===== src/rtl/d2b_pkg.sv =====
// Shared definitions for the decimal-to-binary game number path.
package d2b_pkg;

  localparam int NUM_W     = 10;
  localparam int LEVEL_W   = 4;
  localparam int MAX_LEVEL = 10;

  typedef enum logic [2:0] {
    IDLE,
    LOAD,
    ASK,
    CHECK,
    RESULT,
    DONE
  } judge_state_t;

  // Low 'lvl' bits set; any level at or above NUM_W yields all ones.
  function automatic logic [NUM_W-1:0] level_mask(input logic [LEVEL_W-1:0] lvl);
    logic [NUM_W-1:0] m;
    m = '0;
    for (int i = 0; i < NUM_W; i++) begin
      if (i < int'(lvl)) m[i] = 1'b1;
    end
    return m;
  endfunction

endpackage


===== src/rtl/d2b_round_timer.sv =====
// Clear/enable down-counter. After clear, expire rises on the CYCLES-th
// enabled cycle and holds until the next clear.
module d2b_round_timer #(
  parameter int CYCLES = 8
) (
  input  logic clk,
  input  logic rst_n,
  input  logic clear,
  input  logic enable,
  output logic expire
);

  localparam int CW = (CYCLES > 1) ? $clog2(CYCLES) : 1;

  logic [CW-1:0] cnt;

  // Reload on clear, count down while enabled, park at zero.
  always_ff @(posedge clk or negedge rst_n) begin
    if (!rst_n)                    cnt <= '0;
    else if (clear)                cnt <= CW'(CYCLES - 1);
    else if (enable && cnt != '0)  cnt <= cnt - 1'b1;
  end

  assign expire = (cnt == '0);

endmodule


===== src/rtl/d2b_round_judge.sv =====
// Round sequencer and answer judge for the decimal-to-binary game.
// Optional feature: define D2B_ROUND_TIMEOUT_EN to give each round an
// answer window of ROUND_CYCLES; otherwise ASK waits for submit forever.
module d2b_round_judge
  import d2b_pkg::*;
#(
  parameter int LIVES             = 3,
  parameter int CORRECT_PER_LEVEL = 3,
  parameter int ROUND_CYCLES      = 500_000_000,
  parameter int RESULT_CYCLES     = 100_000_000
) (
  input  logic       clk,
  input  logic       rst_n,
  input  logic       start,
  input  logic       submit,
  input  logic [9:0] sw,
  input  logic [9:0] rng_num,
  output logic [3:0] level,
  output logic [9:0] shown_num,
  output logic [7:0] score,
  output logic [1:0] lives,
  output logic       result_valid,
  output logic       result_ok,
  output logic       game_over,
  output logic       won
);

  judge_state_t state, state_nx;
  logic [3:0]   streak;
  logic         timed_out;
  logic         round_exp;
  logic         res_exp;
  logic         ok_now;

  // A timed-out round is wrong whatever the switches show.
  assign ok_now = (sw == shown_num) && !timed_out;

`ifdef D2B_ROUND_TIMEOUT_EN
  d2b_round_timer #(.CYCLES(ROUND_CYCLES)) u_round_timer (
    .clk    (clk),
    .rst_n  (rst_n),
    .clear  (state == LOAD),
    .enable (state == ASK),
    .expire (round_exp)
  );
`else
  // No answer window: never expires (ROUND_CYCLES is always positive).
  assign round_exp = (ROUND_CYCLES < 0);
`endif

  d2b_round_timer #(.CYCLES(RESULT_CYCLES)) u_result_timer (
    .clk    (clk),
    .rst_n  (rst_n),
    .clear  (state == CHECK),
    .enable (state == RESULT),
    .expire (res_exp)
  );

  // Next-state selection.
  always_comb begin
    state_nx = state;
    case (state)
      IDLE:    if (start) state_nx = LOAD;
      LOAD:    state_nx = ASK;
      ASK:     if (submit || round_exp) state_nx = CHECK;
      CHECK:   state_nx = RESULT;
      RESULT:  if (res_exp) state_nx = (won || lives == 2'd0) ? DONE : LOAD;
      DONE:    if (start) state_nx = LOAD;
      default: state_nx = IDLE;
    endcase
  end

  // State, round data and score/lives/level bookkeeping.
  always_ff @(posedge clk or negedge rst_n) begin
    if (!rst_n) begin
      state        <= IDLE;
      level        <= 4'd1;
      shown_num    <= '0;
      score        <= '0;
      lives        <= 2'(LIVES);
      streak       <= '0;
      timed_out    <= 1'b0;
      result_valid <= 1'b0;
      result_ok    <= 1'b0;
      game_over    <= 1'b0;
      won          <= 1'b0;
    end else begin
      state        <= state_nx;
      result_valid <= (state == ASK) && (state_nx == CHECK);
      game_over    <= (state_nx == DONE);
      case (state)
        IDLE, DONE: if (start) begin
          level     <= 4'd1;
          score     <= '0;
          lives     <= 2'(LIVES);
          streak    <= '0;
          won       <= 1'b0;
          result_ok <= 1'b0;
        end
        LOAD: begin
          shown_num <= rng_num & level_mask(level);
          timed_out <= 1'b0;
        end
        ASK: if (!submit && round_exp) timed_out <= 1'b1;
        CHECK: begin
          result_ok <= ok_now;
          if (ok_now) begin
            if (score != 8'hFF) score <= score + 8'd1;
            if (streak == 4'(CORRECT_PER_LEVEL - 1)) begin
              streak <= '0;
              if (level == 4'(MAX_LEVEL)) won <= 1'b1;
              else                        level <= level + 4'd1;
            end else begin
              streak <= streak + 4'd1;
            end
          end else begin
            streak <= '0;
            if (lives != 2'd0) lives <= lives - 2'd1;
          end
        end
        default: ;
      endcase
    end
  end

endmodule


===== config.mk =====
export PLATFORM = sky130hd
export DESIGN_NAME = d2b_round_judge
export DESIGN_NICKNAME = d
export VERILOG_FILES = /design/src/rtl/d2b_pkg.sv /design/src/rtl/d2b_round_timer.sv /design/src/rtl/d2b_round_judge.sv
export SDC_FILE = /design/constraint.sdc
export NUM_CORES = 1
export LEC_CHECK = 0
export CORE_MARGIN = 10
export CORE_UTILIZATION = 50
export DETAILED_ROUTE_END_ITERATION = 8
export PLACE_DENSITY = 0.73
export RECOVER_POWER = 100
export SETUP_SLACK_MARGIN = 0.5
export SLEW_MARGIN = 10
export SYNTH_ARGS = -nofsm -noshare
export SYNTH_HDL_FRONTEND = slang
export SYNTH_SLANG_ARGS = --single-unit

===== constraint.sdc =====
create_clock -name clk -period 4.35 [get_ports clk]
set_input_delay 1.305 -clock clk [delete_from_list [all_inputs] [get_ports clk]]
set_output_delay 1.305 -clock clk [all_outputs]
set_load 0.02 [all_outputs]

==> results of run 1 <==
## metrics by stage
stage / cells / hold WS [ps] / util, %
after floorplan: 371 / 460.4 / -
after global placement: 484 / 477.2 / 59.00
after detailed placement: 484 / 478.1 / 59.00
after CTS: 500 / 493.1 / 61.70
after global routing: 501 / 516.2 / 61.48
final: 501 / 482.3 / 61.48
## flip-flops by register name, summed over array words and instances (netlist names)
register	count
u_result_timer.cnt	27
shown_num	10
score	8
level	4
streak	4
state	3
lives	2
game_over	1
result_ok	1
result_valid	1
won	1
## final cells by class
class / instances / area (um2)
Sequential cell: 62 / 1555
Inverter: 11 / 41.29
Antenna cell: 1 / 2.502
Clock inverter: 4 / 47.55
Multi-Input combinational cell: 277 / 1752
Tap cell: 80 / 100.1
Clock buffer: 12 / 135.1
Timing Repair Buffer: 54 / 520.5
Fill cell: 570 / 2603
## worst max-delay path by stage
stage	cells after the start	to	slack [ps]
after floorplan	6	score[3]	1640
after global placement	6	score[3]	970
after detailed placement	6	score[4]	910
after CTS	6	score[3]	1270
after global routing	2	u_result_timer.cnt[7]	710
final	7	u_result_timer.cnt[25]	1060
## routing by layer
layer | global-route usage, % | part of all wire, % | vias to the layer above
li1 | - | - | 1476
met1 | 20.30 | 45 | 1484
met2 | 26.72 | 47 | 72
met3 | 4.088 | 5.9 | 11
met4 | 6.203 | 1.7 | 0
met5 | 0 | 0 | -
## kinds of logic after synthesis
family | after synthesis | synth area share [%]
buffers and inverters | 32 | 4.019
adders and majority gates | 9 | 3.259
and+or+nand+nor | 151 | 23.75
DFF | 62 | 45.00
muxes | 9 | 2.607
AOI/OAI and AO/OA | 96 | 18.32
xor gates and xnor gates | 12 | 3.041
## synth_stat cells (3+ instances only)
cell type   n
a211oi_1    4
a21oi_1    15
and3_1      7
a21o_1      3
nand2b_1    6
mux2i_1     9
nor4_1      6
o31ai_1    12
dfstp_2     3
or4_1       8
a31oi_1    12
o21ai_1     8
clkbuf_1   17
ha_1        9
nor2_1     21
xnor2_1    12
inv_1      11
nor3_1     15
dfrtp_1    59
o211ai_1    9
nor3b_1     3
o21ai_0    16
and4_1      5
nand2_1    37
a22o_1      3
nand4_1     6
nand3_1    15
or3_1       8
## power groups by stage
| stage | clock [W] | sequential [W] | combinational [W] |
|---|---|---|---|
| after floorplan | 0 | 0.000788 | 0.000329 |
| after global placement | 0 | 0.000806 | 0.000439 |
| after detailed placement | 0 | 0.000809 | 0.000456 |
| after CTS | 0.000499 | 0.000801 | 0.000457 |
| after global routing | 0.000525 | 0.000821 | 0.000489 |
| final | 0.000490 | 0.000802 | 0.000438 |
==> flow_summary.ini, run 1 <==
[worst_hold_path]
min_delay_worst_endpoint = result_ok
min-delay-start = result_ok
hold_depth = 1
hold_path_class = register to register

[synthesis]
synthCells = 371
synth_enable_flop_cells = 0
syn_nets = 404
ys_ff_latch = 62
yosysUniqueCellTypes = 52
synthTopCellsByArea = dfrtp_1, nand2_1, ha_1
yosysWarnings = 0
syn_area_per_cell_um2 = 9.315
async_flop_share_pct = 100.0
synth_top_area_share_pct = 42.72
synth-seq-area-share_pct = 45.00
post-synth-top-area-cell = dfrtp_1
ys.flop_type = dfrtp_1
synthesis.area_um2 = 3456

[setup_path]
r2r-start = u_result_timer.cnt[0]
crit_path_end_kind = register
cp_num_buf_inv = 1
cp-start-kind = register
r2r_setup_slack_ps = 1060
cp.required_ps = 4590
slowest_stage = a2111oi_0
path_class = register to register
path_cells = inv_1 > ha_1 > nor3b_1 > and2_0 > a2111oi_0 > nand2_1 > o31ai_1
cp-startpoint = u_result_timer.cnt[0]
cp.arrival_ps = 3540
r2r_cells = 7
cpPeakStageDelay_ps = 1500
crit_path_max_fanout = 8
r2r-end = u_result_timer.cnt[25]
cp_top_family = compound AO/OA/AOI/OAI gates

[pwr]
total_power_w = 0.001731
power_frac_seq_pct = 46.4
sw_frac_of_total_pct = 35.17
p_int_w = 0.001122
pwr-share-comb_pct = 25.3
power_density_nw_per_um2 = 416.7
ir_worst_vdd_mv = 0.2123
p_leak_nw = 1.703
p_sw_w = 0.0006087
pwr-share-clk_pct = 28.3

[timing]
fin_crit_sh_pct = 75.73
fin_ws_ps = 1056
hold_viol = 0
setup_viol = 0
slew_violations = 49
min_period_ps = 3294
fmax_mhz = 303.6
tightestPinTransition_ps = 2124
rsz0062_at_grt = no
relSlewSlack_pct = -41.61
clock_skew_ps = 9.253
finalSetupTns_ps = 0

[clock_tree]
post_cts_buffers = 0
cts_buffers = 9
ctsResizeCount = 0
clockBufferDepth = 2
clock_latency_ps = 340
htreeDepth = 3
cts.sinks = 62
clkTransAtPathRegs_ps = 70
tritoncts = done
postCtsHoldBufs = 0
cts_root_buf = clkbuf_8

[detailed_routing]
drcViolationCount = 0
dr.pass1.iters = 4
viasPerCell = 6.074
drtIter0Drc = 129
drt_wl_total_um = 8527
drtAntennaViolNets = 0
vias = 3043
routedWlPerCell_um = 17.02

[cells_and_area]
nets = 448
drive_gt1_share_pct = 5.238
final_cell_mix = dfrtp_1, dlygate4sd3_1, nand2_1, o21ai_0, nor2_1
layout.cells.most_common = dfrtp_1
area_growth_pct = 20.20
fin_area_um2 = 4154

[status]
violations = capacitance limit, slew limit
status = finished, violations left

[flow_run]
drv_cap = 2

[die]
die_x_um = 103.1
core_area_um2 = 6756
start_util_pct = 51.15
fp-row-count = 30
die_area_um2 = 10640
io_pins = 52
fp.dieH_um = 103.1

[placed_design]
port_buffers = 51
place_area_um2 = 3986
dp_slack_ps = 905.6
place_congestion = 0.8585
hpwl_um = 5984

[global_route]
grt_max_degree = 40
grt-ovfl-total = 0
antenna_found_initial = 1
grt_pass1_vias = 2936
grt_first_pass_wirelength_um = 13860
grt.total_usage_pct = 16.35
(Power assumes the default switching activity.)
==> run 2, diff against run 1 <==
- CORE_UTILIZATION: 50 -> 49
- PLACE_DENSITY: 0.73 -> 0.74
- clock period: 4.35 -> 2.7 ns (I/O delays scaled with it)
==> flow_summary.ini, run 2 (synthesized netlist as in run 1, its figures left out) <==
[cells_and_area]
nets = 479
num_antenna_cells = 0
largest-register = u_result_timer.cnt
post-route-util_pct = 64.32
drive_gt1_share_pct = 11.53
area_growth_pct = 27.15
final_cell_mix = dfrtp_1, nand2_1, o21ai_0, buf_4, nor2_1
layout.cells.most_common = dfrtp_1
reg_top3 = u_result_timer.cnt (27), shown_num (10), score (8)
fin_area_um2 = 4394
largest_reg_flops = 27

[placed_design]
place_congestion = 0.8256
port_buffers = 51
place_area_um2 = 4124
hpwl_um = 6127

[global_route]
grt_max_degree = 40
grt_pass1_vias = 2965
grt.total_usage_pct = 15.69
antenna_found_initial = 0
grt-ovfl-total = 0
grt_first_pass_wirelength_um = 14320

[timing]
whs_ps = 487.3
tightestPinTransition_ps = 1357
fin_crit_sh_pct = 88.80
slew_violations = 0
setup_viol = 0
finalSetupTns_ps = 0
hold_viol = 0
min_period_ps = 2398
rsz0062_at_grt = yes
fmax_mhz = 417.1
clock_skew_ps = 10.51
relSlewSlack_pct = 9.554

[clock_tree]
htreeDepth = 3
cts_buffers = 9
postCtsHoldBufs = 0
clockBufferDepth = 2
clock_latency_ps = 340
clkTransAtPathRegs_ps = 70
tritoncts = done
cts_root_buf = clkbuf_8
cts.sinks = 62

[detailed_routing]
drtIter0Drc = 119
dr.pass1.iters = 4
drcViolationCount = 0
drt_wl_total_um = 8842
routedWlPerCell_um = 16.16
viasPerCell = 5.757
vias = 3149
drtAntennaViolNets = 0

[setup_path]
cpPeakStageDelay_ps = 550
crit_path_end_kind = register
r2r_cells = 5
path_cells = or4_4 > or4_1 > clkbuf_1 > or4_2 > nand3_1
cp.arrival_ps = 2660
slowest_stage = or4_2
cp-start-kind = register
path_class = register to register
crit_path_max_fanout = 5
cp.required_ps = 2960

[pwr]
total_power_w = 0.002927
p_leak_nw = 1.855
ir_worst_vdd_mv = 0.3721
power_density_nw_per_um2 = 666.0

[die]
die_x_um = 104.0
io_pins = 52
core_area_um2 = 6832
fp-row-count = 30
fp.dieH_um = 104.0
die_area_um2 = 10810
start_util_pct = 50.59

[status]
status = complete, no violations

[flow_run]
drv_cap = 0

[worst_hold_path]
hold_path_class = register to register
hold_depth = 1
==> run 2: changes by cell type in the layout (fill, tap and decap cells not counted), sizes merged <==
cell	before	now
buf	1	24
clkbuf	15	28
clkdlybuf4s15	0	5
clkinv	2	3
clkinvlp	1	0
diode	1	0
dlygate4sd2	0	17
dlygate4sd3	39	11
dlymetal6s2s	0	1
==> run 2: repair_timing <==
| item | in CTS | in global routing |
|---|---|---|
| pin swaps | 21 | 17 |
| setup endpoints to repair | 27 | 35 |
| setup buffers | 11 | 5 |
| resized for setup | 30 | 24 |
| cloned | 0 | 1 |
==> run 2: where the power goes <==
part           switching (W)  leakage, nW  total, W  internal [W]
sequential          0.000155        0.761   0.00125       0.00109
clock               0.000359        0.106  0.000831      0.000472
combinational       0.000493        0.988  0.000847      0.000354
total                0.00101         1.85   0.00293       0.00192
==> run 2: layout make-up <==
cell class                 count  area, um2
multi-input combinational    277       1782
clock buffer                  12      155.1
timing repair buffer          85      695.7
inverter                      11      41.29
sequential                    62       1555
clock inverter                 4      45.04
tap                           96      120.1
fill                         586       2437
==> run 2: path summary, 6_finish.rpt <==
kind                                       start               endpoint  slack, ps
hold reg to reg                        result_ok              result_ok        490
setup reg to reg           u_result_timer.cnt[2]  u_result_timer.cnt[7]        300
max in group asynchronous                  rst_n               level[0]       1040
setup / recovery           u_result_timer.cnt[2]  u_result_timer.cnt[7]        300
min in group asynchronous                  rst_n               score[5]        760
hold / removal                         result_ok              result_ok        490
==> run 2: per-layer routing <==
metal	vias to the layer above	GRT usage [%]	routed length [um]	part of all wire [%]
li1	1541	-	-	-
met1	1524	19.96	4201	48
met2	80	25.68	4270	48
met3	4	3.036	315	3.6
met4	0	5.865	55	0.62
met5	-	0	0	0
==> run 2: critical path: cells and delay by family (launching register included) <==
kind | cells | cell delay (ps)
buffers and inverters | 1 | 210
flip-flops | 1 | 380
AND/OR/NAND/NOR | 4 | 1740
==> run 2: stage by stage <==
| step | setup slack, ps | instances |
|---|---|---|
| after floorplan | 510.6 | 371 |
| after global placement | -35.08 | 514 |
| after detailed placement | -104.1 | 514 |
| after CTS | 366.9 | 541 |
| after global routing | 207.5 | 547 |
| final | 302.5 | 547 |
==> run 3, diff against run 2 <==
- CORE_MARGIN: 10 -> 1.5
- RECOVER_POWER: 100 -> default
- SKIP_CTS_REPAIR_TIMING: default -> 1
==> flow_summary.ini, run 3 (synthesized netlist as in run 1, its figures left out) <==
[clock_tree]
htreeDepth = 3
cts_root_buf = clkbuf_8
cts.sinks = 62
cts_buffers = 9
tritoncts = done
clockBufferDepth = 2
clock_latency_ps = 330
clkTransAtPathRegs_ps = 70

[cells_and_area]
largest_reg_flops = 27
nFillCells = 540
num_antenna_cells = 0
drive_gt1_share_pct = 15.80
layout.cells.most_common = dfrtp_1
reg_top3 = u_result_timer.cnt (27), shown_num (10), score (8)
fin_area_um2 = 4532
area_growth_pct = 31.14
nets = 471
largest-register = u_result_timer.cnt
final_cell_mix = dfrtp_1, nand2_1, clkdlybuf4s50_1, dlymetal6s2s_1, buf_4

[detailed_routing]
drt_wl_total_um = 8464
vias = 3117
dr.pass1.iters = 4
viasPerCell = 5.783
drcViolationCount = 0
routedWlPerCell_um = 15.70
drtIter0Drc = 147
drtAntennaViolNets = 0

[die]
die_area_um2 = 7566
fp.dieH_um = 86.98
start_util_pct = 50.87
die_x_um = 86.98
io_pins = 52
core_area_um2 = 6794
fp-row-count = 30

[setup_path]
crit_path_end_kind = register
crit_path_max_fanout = 5
cpPeakStageDelay_ps = 540
cp.required_ps = 2910
crit_top_cell = or4_4
slowest_stage = or4_4
path_cells = or4_4 > or4_4 > buf_6 > or3_1 > o211ai_1 > o31ai_1
cp.arrival_ps = 2580
cp-start-kind = register
path_class = register to register

[timing]
clock_skew_ps = 8.912
setup_viol = 0
min_period_ps = 2372
finalSetupTns_ps = 0
tightestPinTransition_ps = 529.4
fmax_mhz = 421.5
fin_ws_ps = 327.6
hold_viol = 0
relSlewSlack_pct = 64.71
fin_crit_sh_pct = 87.87
slew_violations = 0
rsz0062_at_grt = yes

[global_route]
grt-ovfl-total = 0
grt_first_pass_wirelength_um = 13550
grt_pass1_vias = 2973
antenna_found_initial = 0
grt.total_usage_pct = 22.81
grt_max_degree = 43

[placed_design]
place_congestion = 0.8051
dp_slack_ps = -125.4
hpwl_um = 5768
place_area_um2 = 4139
port_buffers = 51

[pwr]
p_leak_nw = 2.089
ir_worst_vdd_mv = 0.3655
power_density_nw_per_um2 = 643.4

[worst_hold_path]
hold_path_class = primary input to asynchronous set/reset pin

[status]
status = complete, no violations

[flow_run]
drv_cap = 0
## run 3: routing by layer
metal / part of all wire, % / vias to the layer above / GRT usage (%)
li1: - / 1522 / -
met1: 45 / 1500 / 28.88
met2: 48 / 85 / 38.41
met3: 5.5 / 10 / 5.403
met4: 1.0 / 0 / 7.478
met5: 0 / - / 0
## run 3: critical path: cells and delay by family (launching register included)
family                 cells  cell delay, ps
and+or+nand+nor            3            1380
DFF                        1             420
buffers and inverters      1             150
AOI/OAI and AO/OA          2             300
## run 3: path summary, 6_finish.rpt
kind                                        from  cells after the start  slack (ps)                endpoint
setup / recovery           u_result_timer.cnt[0]                      6         330  u_result_timer.cnt[25]
hold / removal                             rst_n                      1         450                score[3]
setup reg to reg           u_result_timer.cnt[0]                      6         330  u_result_timer.cnt[25]
hold reg to reg            u_result_timer.cnt[0]                      1         490   u_result_timer.cnt[0]
max in group asynchronous                  rst_n                      2        1600                lives[1]
min in group clk           u_result_timer.cnt[0]                      1         490   u_result_timer.cnt[0]
## run 3: report_power, final
group	total [W]	internal, W	leakage (nW)	switching [W]
registers	0.00126	0.00110	0.764	0.000161
clock network	0.000776	0.000421	0.0968	0.000355
logic	0.000881	0.000381	1.23	0.000500
## run 3: cell type report
type | count | area (um2) | area share [%]
multi-input cells | 277 | 1849 | 40.81
flip-flops and latches | 62 | 1556 | 34.35
repair buffers | 77 | 783.3 | 17.28
clock buffers | 11 | 131.4 | 2.899
well taps | 96 | 120.1 | 2.650
clock inverters | 5 | 50.05 | 1.104
inverters | 11 | 41.29 | 0.9111
## run 3: through the flow
| step | std cells | power (W) | util, % | hold WS, ps |
|---|---|---|---|---|
| 2_1_floorplan | 371 | 0.001800 | - | 460.4 |
| 3_3_place_gp | 516 | 0.002067 | 60.92 | 466.8 |
| 3_5_place_dp | 516 | 0.002100 | 60.92 | 472.4 |
| 4_1_cts | 532 | 0.002879 | 63.59 | 444.2 |
| 5_1_grt | 539 | 0.003116 | 66.70 | 460.3 |
| 6_report | 539 | 0.002916 | 66.70 | 445.2 |
==> edit 1: new RTL, config.mk and constraints of run 1 <==
Reset style: synchronous (`rst_n`), changed in 2 clocked blocks.
--- a/src/rtl/d2b_round_timer.sv
+++ b/src/rtl/d2b_round_timer.sv
@@ -17,3 +17,3 @@
   // Reload on clear, count down while enabled, park at zero.
-  always_ff @(posedge clk or negedge rst_n) begin
+  always_ff @(posedge clk) begin
     if (!rst_n)                    cnt <= '0;
--- a/src/rtl/d2b_round_judge.sv
+++ b/src/rtl/d2b_round_judge.sv
@@ -73,3 +73,3 @@
   // State, round data and score/lives/level bookkeeping.
-  always_ff @(posedge clk or negedge rst_n) begin
+  always_ff @(posedge clk) begin
     if (!rst_n) begin
Function: differs if rst_n is asserted again (counterexample within 4 cycles, from zero or initial values and one cycle with rst_n low); with rst_n held inactive, the same outputs for 10 cycles.
==> edit 1 against run 1 <==
Area after synthesis is 3.4% lower. Design area is 2.5% lower. Fmax is 0.69% higher. Power is 17% lower. Wire length is 1.0% higher. Die area is 2.7% lower. Sequential cell count stayed put. Setup slack better by 0.022 ns. Via count is 6.3% higher. Largest cell class unchanged. Highest routed layer unchanged.
==> edit 1: results (changes against run 1) <==
layout:
  drive_gt1_share_pct: 7.83  # was 5.24%
  diodes: 0  # was 1
  largestRegisters: "u_result_timer.cnt (27), shown_num (10), score (8)"  # unchanged
  num-nets-final: 475  # was 448
placement:
  dpl.hpwl_mm: 6.14  # was 5.98 mm
  io_buffers: 51  # unchanged
  pre_cts_slack_ns: 0.847  # was 0.906 ns
  place_area_um2: 3890  # was 3990 µm²
  dpl.cell_count: 508  # was 484
  gp_congestion: 0.833  # was 0.859
timing:
  holdWs_ns: 0.473  # was 0.482 ns
  clock_skew_ns: 0.00686  # was 0.00925 ns
  relSlewSlack_pct: 27.2  # was -41.6%
grt:
  grt_max_degree: 27  # was 40
  first_global_vias: 2898  # was 2936
  grtUsageTotal_pct: 16.8  # was 16.3%
  grt_pass1_wl_mm: 14.2  # was 13.9 mm
  antenna_found_initial: 0  # was 1
hold_path:
  hold_start: "u_result_timer.cnt[17]"  # was result_ok
  worst_hold_path_type: "flop to flop"  # unchanged
  hold_path_end: "u_result_timer.cnt[17]"  # was result_ok
  hold_path_depth: 2  # was 1
detailed_routing:
  wl_per_cell_um: 16.4  # was 17.0 µm
  viasPerCell: 6.17  # was 6.07
  routed_wl_mm: 8.61  # was 8.53 mm
  initialDrtViolationCount: 143  # was 129
clock_network:
  clk_pin_slew_ns: 0.07  # about the same
  htree_levels: 3  # unchanged
  postCtsSetupBuffers: 0  # unchanged
  numCtsBuffers: 9  # unchanged
  cts_max_path_buffers: 2  # unchanged
  cts-root-buf: "clkbuf_8"  # unchanged
  insertion_delay_ns: 0.34  # about the same
  cts_resized: 0  # unchanged
critical_path:
  r2r_end: "u_result_timer.cnt[13]"  # was u_result_timer.cnt[25]
  arrival_ns: 3.54  # about the same
  r2r_cells: 7  # unchanged
  r2r_setup_slack_ns: 1.16  # was 1.06 ns
  r2r_start: "u_result_timer.cnt[0]"  # unchanged
  cp_max_fo: 17  # was 8
power_and_ir_drop:
  leakage_nw: 1.49  # was 1.70 nW
  p_int_w: 0.000966  # was 0.00112 W
  p_comb_w: 0.000337  # was 0.000438 W
  post-layout-total-power_w: 0.00144  # was 0.00173 W
  powerSeq_w: 0.000624  # was 0.000802 W
  vdd_drop_max_uv: 216  # was 212 µV
yosys:
  synth.area.top_cells: "dfxtp_1 37%, a21oi_1 5.8%, xnor2_1 4.2%"  # was dfrtp_1 43%, nand2_1 4.0%, ha_1 3.3%
  synthFlopType: "dfxtp_1"  # was dfrtp_1
  synth_commonest_cells: "62 x dfxtp_1, 39 x a21oi_1, 31 x nand2_1"  # was 59 x dfrtp_1, 37 x nand2_1, 21 x nor2_1
  synth-seq-area-share_pct: 37.2  # was 45.0%
  syn_nets: 428  # was 404
  syn_avg_cell_area_um2: 8.45  # was 9.31 µm²
  synth-warning-count: 0  # unchanged
  synthArstFlopShare_pct: 0  # was 100%
  synth_cell_types: 62  # was 52
status:
  status: "complete, no violations"  # was finished, violations left
[edit 1: cell count changes in the layout (fill, tap and decap cells not counted), moves of 6 or more]
cell                    run 1  this run
dfrtp_1                    59         0
a21oi_1                    15        39
mux2i_1                     9         0
nand4_1                     6        13
nand2_1                    37        31
clkdlybuf4s50_1            11        21
dfxtp_1                     0        62
dlygate4sd3_1              39        30
[edit 1: cell type report]
cell class / instances / area (µm²)
Fill cell: 571 / 2370
Multi-Input combinational cell: 301 / 1950
Sequential cell: 62 / 1240
Timing Repair Buffer: 54 / 526
Clock buffer: 11 / 131
Tap cell: 77 / 96.3
Inverter: 14 / 52.6
Clock inverter: 5 / 50.0
[edit 1: worst max-delay path by stage]
| stage | from | endpoint | slack (ns) | cells past startpoint |
|---|---|---|---|---|
| after floorplan | sw[1] | level[0] | 1.76 | 5 |
| after global placement | sw[2] | score[6] | 0.93 | 6 |
| after detailed placement | sw[1] | score[7] | 0.85 | 6 |
| after CTS | sw[1] | score[7] | 1.21 | 6 |
| after global routing | sw[1] | score[4] | 0.89 | 6 |
| final | sw[1] | score[7] | 1.08 | 6 |
[edit 1: kinds of logic after synthesis]
group | Yosys count | synth area share (%)
compound gates | 117 | 22.8
xor+xnor | 19 | 4.99
flops | 62 | 37.2
simple gates | 156 | 27.9
buf+inv | 32 | 3.75
fa+ha+maj | 9 | 3.37
[edit 1: metal layers]
metal / share of wire (%) / wire length [µm] / track usage (%)
met5: 0 / 0 / 0
met4: 0.53 / 46 / 4.29
met1: 47 / 4020 / 22.6
met3: 6.9 / 593 / 6.19
met2: 46 / 3960 / 24.7
[edit 1: critical path, cell delays in order]
cell           delay [ns]
dlygate4sd3_1        0.54
xnor2_1              0.18
and4_1               0.29
nand3_1              0.42
or4_1                0.63
a21oi_1              0.16
==> edit 2: new RTL, config.mk and constraints of run 1 <==
Without the edit above. Build with the macro `D2B_ROUND_TIMEOUT_EN` defined.
--- a/src/rtl/d2b_round_judge.sv
+++ b/src/rtl/d2b_round_judge.sv
@@ -3,2 +3,4 @@
 // answer window of ROUND_CYCLES; otherwise ASK waits for submit forever.
+`define D2B_ROUND_TIMEOUT_EN
+
 module d2b_round_judge
Function: same outputs for any inputs over 10 cycles, from zero or initial values and one cycle with rst_n low; that may be too few to reach the edited logic, so the function may still have changed.
==> edit 2 against run 1 <==
The flow still finishes with violations (max-capacitance violations, max-slew violations). Register-to-register slack better by 0.03 ns. Power rose by 29%. Combinational power increased by 35%. Wire length rose by 35%. Sequential share of layout area grew 3.0 points. Sequential cell count is 30 higher. Non-clock buffer count is 4 higher. Worst hold slack worse by 0.0010 ns. Setup slack got worse by 0.16 ns. Critical path depth unchanged. Area after synthesis rose by 43%. Design area up 37%. Critical path type is now input pin to flop. Largest power group unchanged.
==> edit 2: results (changes against run 1) <==
run:
  max_cap_violations: 3  # was 2
clock_network:
  clk_pin_slew_ns: 0.09  # was 0.07 ns
  insertion_delay_ns: 0.38  # was 0.34 ns
yosys:
  syn_nets: 557  # was 404
  synth.area.top_cells: "dfrtp_1 45%, nand2_1 4.6%, a21oi_1 2.8%"  # was dfrtp_1 43%, nand2_1 4.0%, ha_1 3.3%
  synth_commonest_cells: "89 x dfrtp_1, 60 x nand2_1, 31 x nor2_1"  # was 59 x dfrtp_1, 37 x nand2_1, 21 x nor2_1
  synth_cell_types: 59  # was 52
  synth-seq-area-share_pct: 46.6  # was 45.0%
layout:
  largestRegisters: "u_round_timer.cnt (29), u_result_timer.cnt (27), shown_num (10)"  # was u_result_timer.cnt (27), shown_num (10), score (8)
  num-nets-final: 602  # was 448
  fillers: 841  # was 570
  drive_gt1_share_pct: 8.03  # was 5.24%
  diodes: 0  # was 1
critical_path:
  cp_max_fo: 16  # was 8
  critPathLaunch: "sw[7]"  # was u_result_timer.cnt[0]
  arrival_ns: 3.75  # was 3.54 ns
  cpPeakStageDelay_ns: 0.57  # was 1.50 ns
  slowest_stage: "or4_1"  # was a2111oi_0
  crit_family: "simple AND/OR/NAND/NOR gates"  # was compound AO/OA/AOI/OAI gates
  r2r_cells: 5  # was 7
  r2r_end: "u_result_timer.cnt[19]"  # was u_result_timer.cnt[25]
  crit_end: "score[5]"  # was u_result_timer.cnt[25]
detailed_routing:
  dr_total_vias: 4131  # was 3043
  wl_per_cell_um: 16.3  # was 17.0 µm
grt:
  grt_max_degree: 67  # was 40
  grt_pass1_wl_mm: 19.5  # was 13.9 mm
  first_global_vias: 3963  # was 2936
  grtUsageTotal_pct: 16.3  # about the same
timing:
  clock_skew_ns: 0.0134  # was 0.00925 ns
  slew_violations: 134  # was 49
  relSlewSlack_pct: -8.32  # was -41.6%
power_and_ir_drop:
  vdd_drop_max_uv: 176  # was 212 µV
placement:
  pre_cts_slack_ns: 0.861  # was 0.906 ns
  gp_congestion: 0.804  # was 0.859
status:
  status: "finished, violations left"  # unchanged
  violations: "max-capacitance violations, max-slew violations"  # unchanged
==> edit 2: changes by cell type after synthesis, sizes merged, moves of 13 or more <==
cell   delta
nor4     +14
xor2     +15
dfrtp    +30
nand2    +23
a21oi    +13
==> edit 2: stage by stage <==
stage                     area (µm²)  instances
after global placement          5560        690
after floorplan                 4950        523
after CTS                       5750        706
after detailed placement        5560        690
after global routing            5710        706
final                           5710        706
==> edit 2: report_power, final <==
group	switching (W)	leakage [nW]	internal, W
registers	0.000123	1.08	0.000971
logic	0.000380	1.09	0.000210
clock network	0.000331	0.0897	0.000217
==> edit 2: final cells by class <==
class | instances | area [µm²] | area share [%]
well taps | 133 | 166 | 2.91
clock inverters | 7 | 60.1 | 1.05
repair buffers | 58 | 539 | 9.45
multi-input cells | 391 | 2450 | 43.0
flip-flops and latches | 92 | 2310 | 40.4
inverters | 16 | 60.1 | 1.05
clock buffers | 9 | 124 | 2.17
==> edit 2: kinds of logic after synthesis <==
| kind of cell | synth area share [%] |
|---|---|
| flip-flops | 46.6 |
| AO/OA/AOI/OAI | 15.5 |
| buffers and inverters | 3.47 |
| adder cells (fa/ha/maj) | 2.53 |
| AND/OR/NAND/NOR | 25.5 |
| XOR/XNOR | 3.54 |
| multiplexers | 2.83 |
==> edit 2: how the worst min path moves through the flow <==
stage / depth (start not counted) / slack [ns] / start / endpoint
after global placement: 1 / 0.46 / u_round_timer.cnt[25] / u_round_timer.cnt[25]
after detailed placement: 1 / 0.47 / u_round_timer.cnt[25] / u_round_timer.cnt[25]
after global routing: 1 / 0.50 / u_round_timer.cnt[25] / u_round_timer.cnt[25]
after CTS: 1 / 0.48 / u_round_timer.cnt[25] / u_round_timer.cnt[25]
final: 1 / 0.48 / u_round_timer.cnt[25] / u_round_timer.cnt[25]
after floorplan: 1 / 0.44 / u_round_timer.cnt[25] / u_round_timer.cnt[25]
==> edit 2: per-layer routing <==
layer	GRT usage, %	part of all wire (%)	vias to the layer above	wire [µm]
li1	-	-	2028	-
met1	20.6	47	2000	5370
met2	25.4	46	90	5250
met3	4.91	6.2	13	713
met4	6.64	1.5	0	172
met5	0	0	-	0
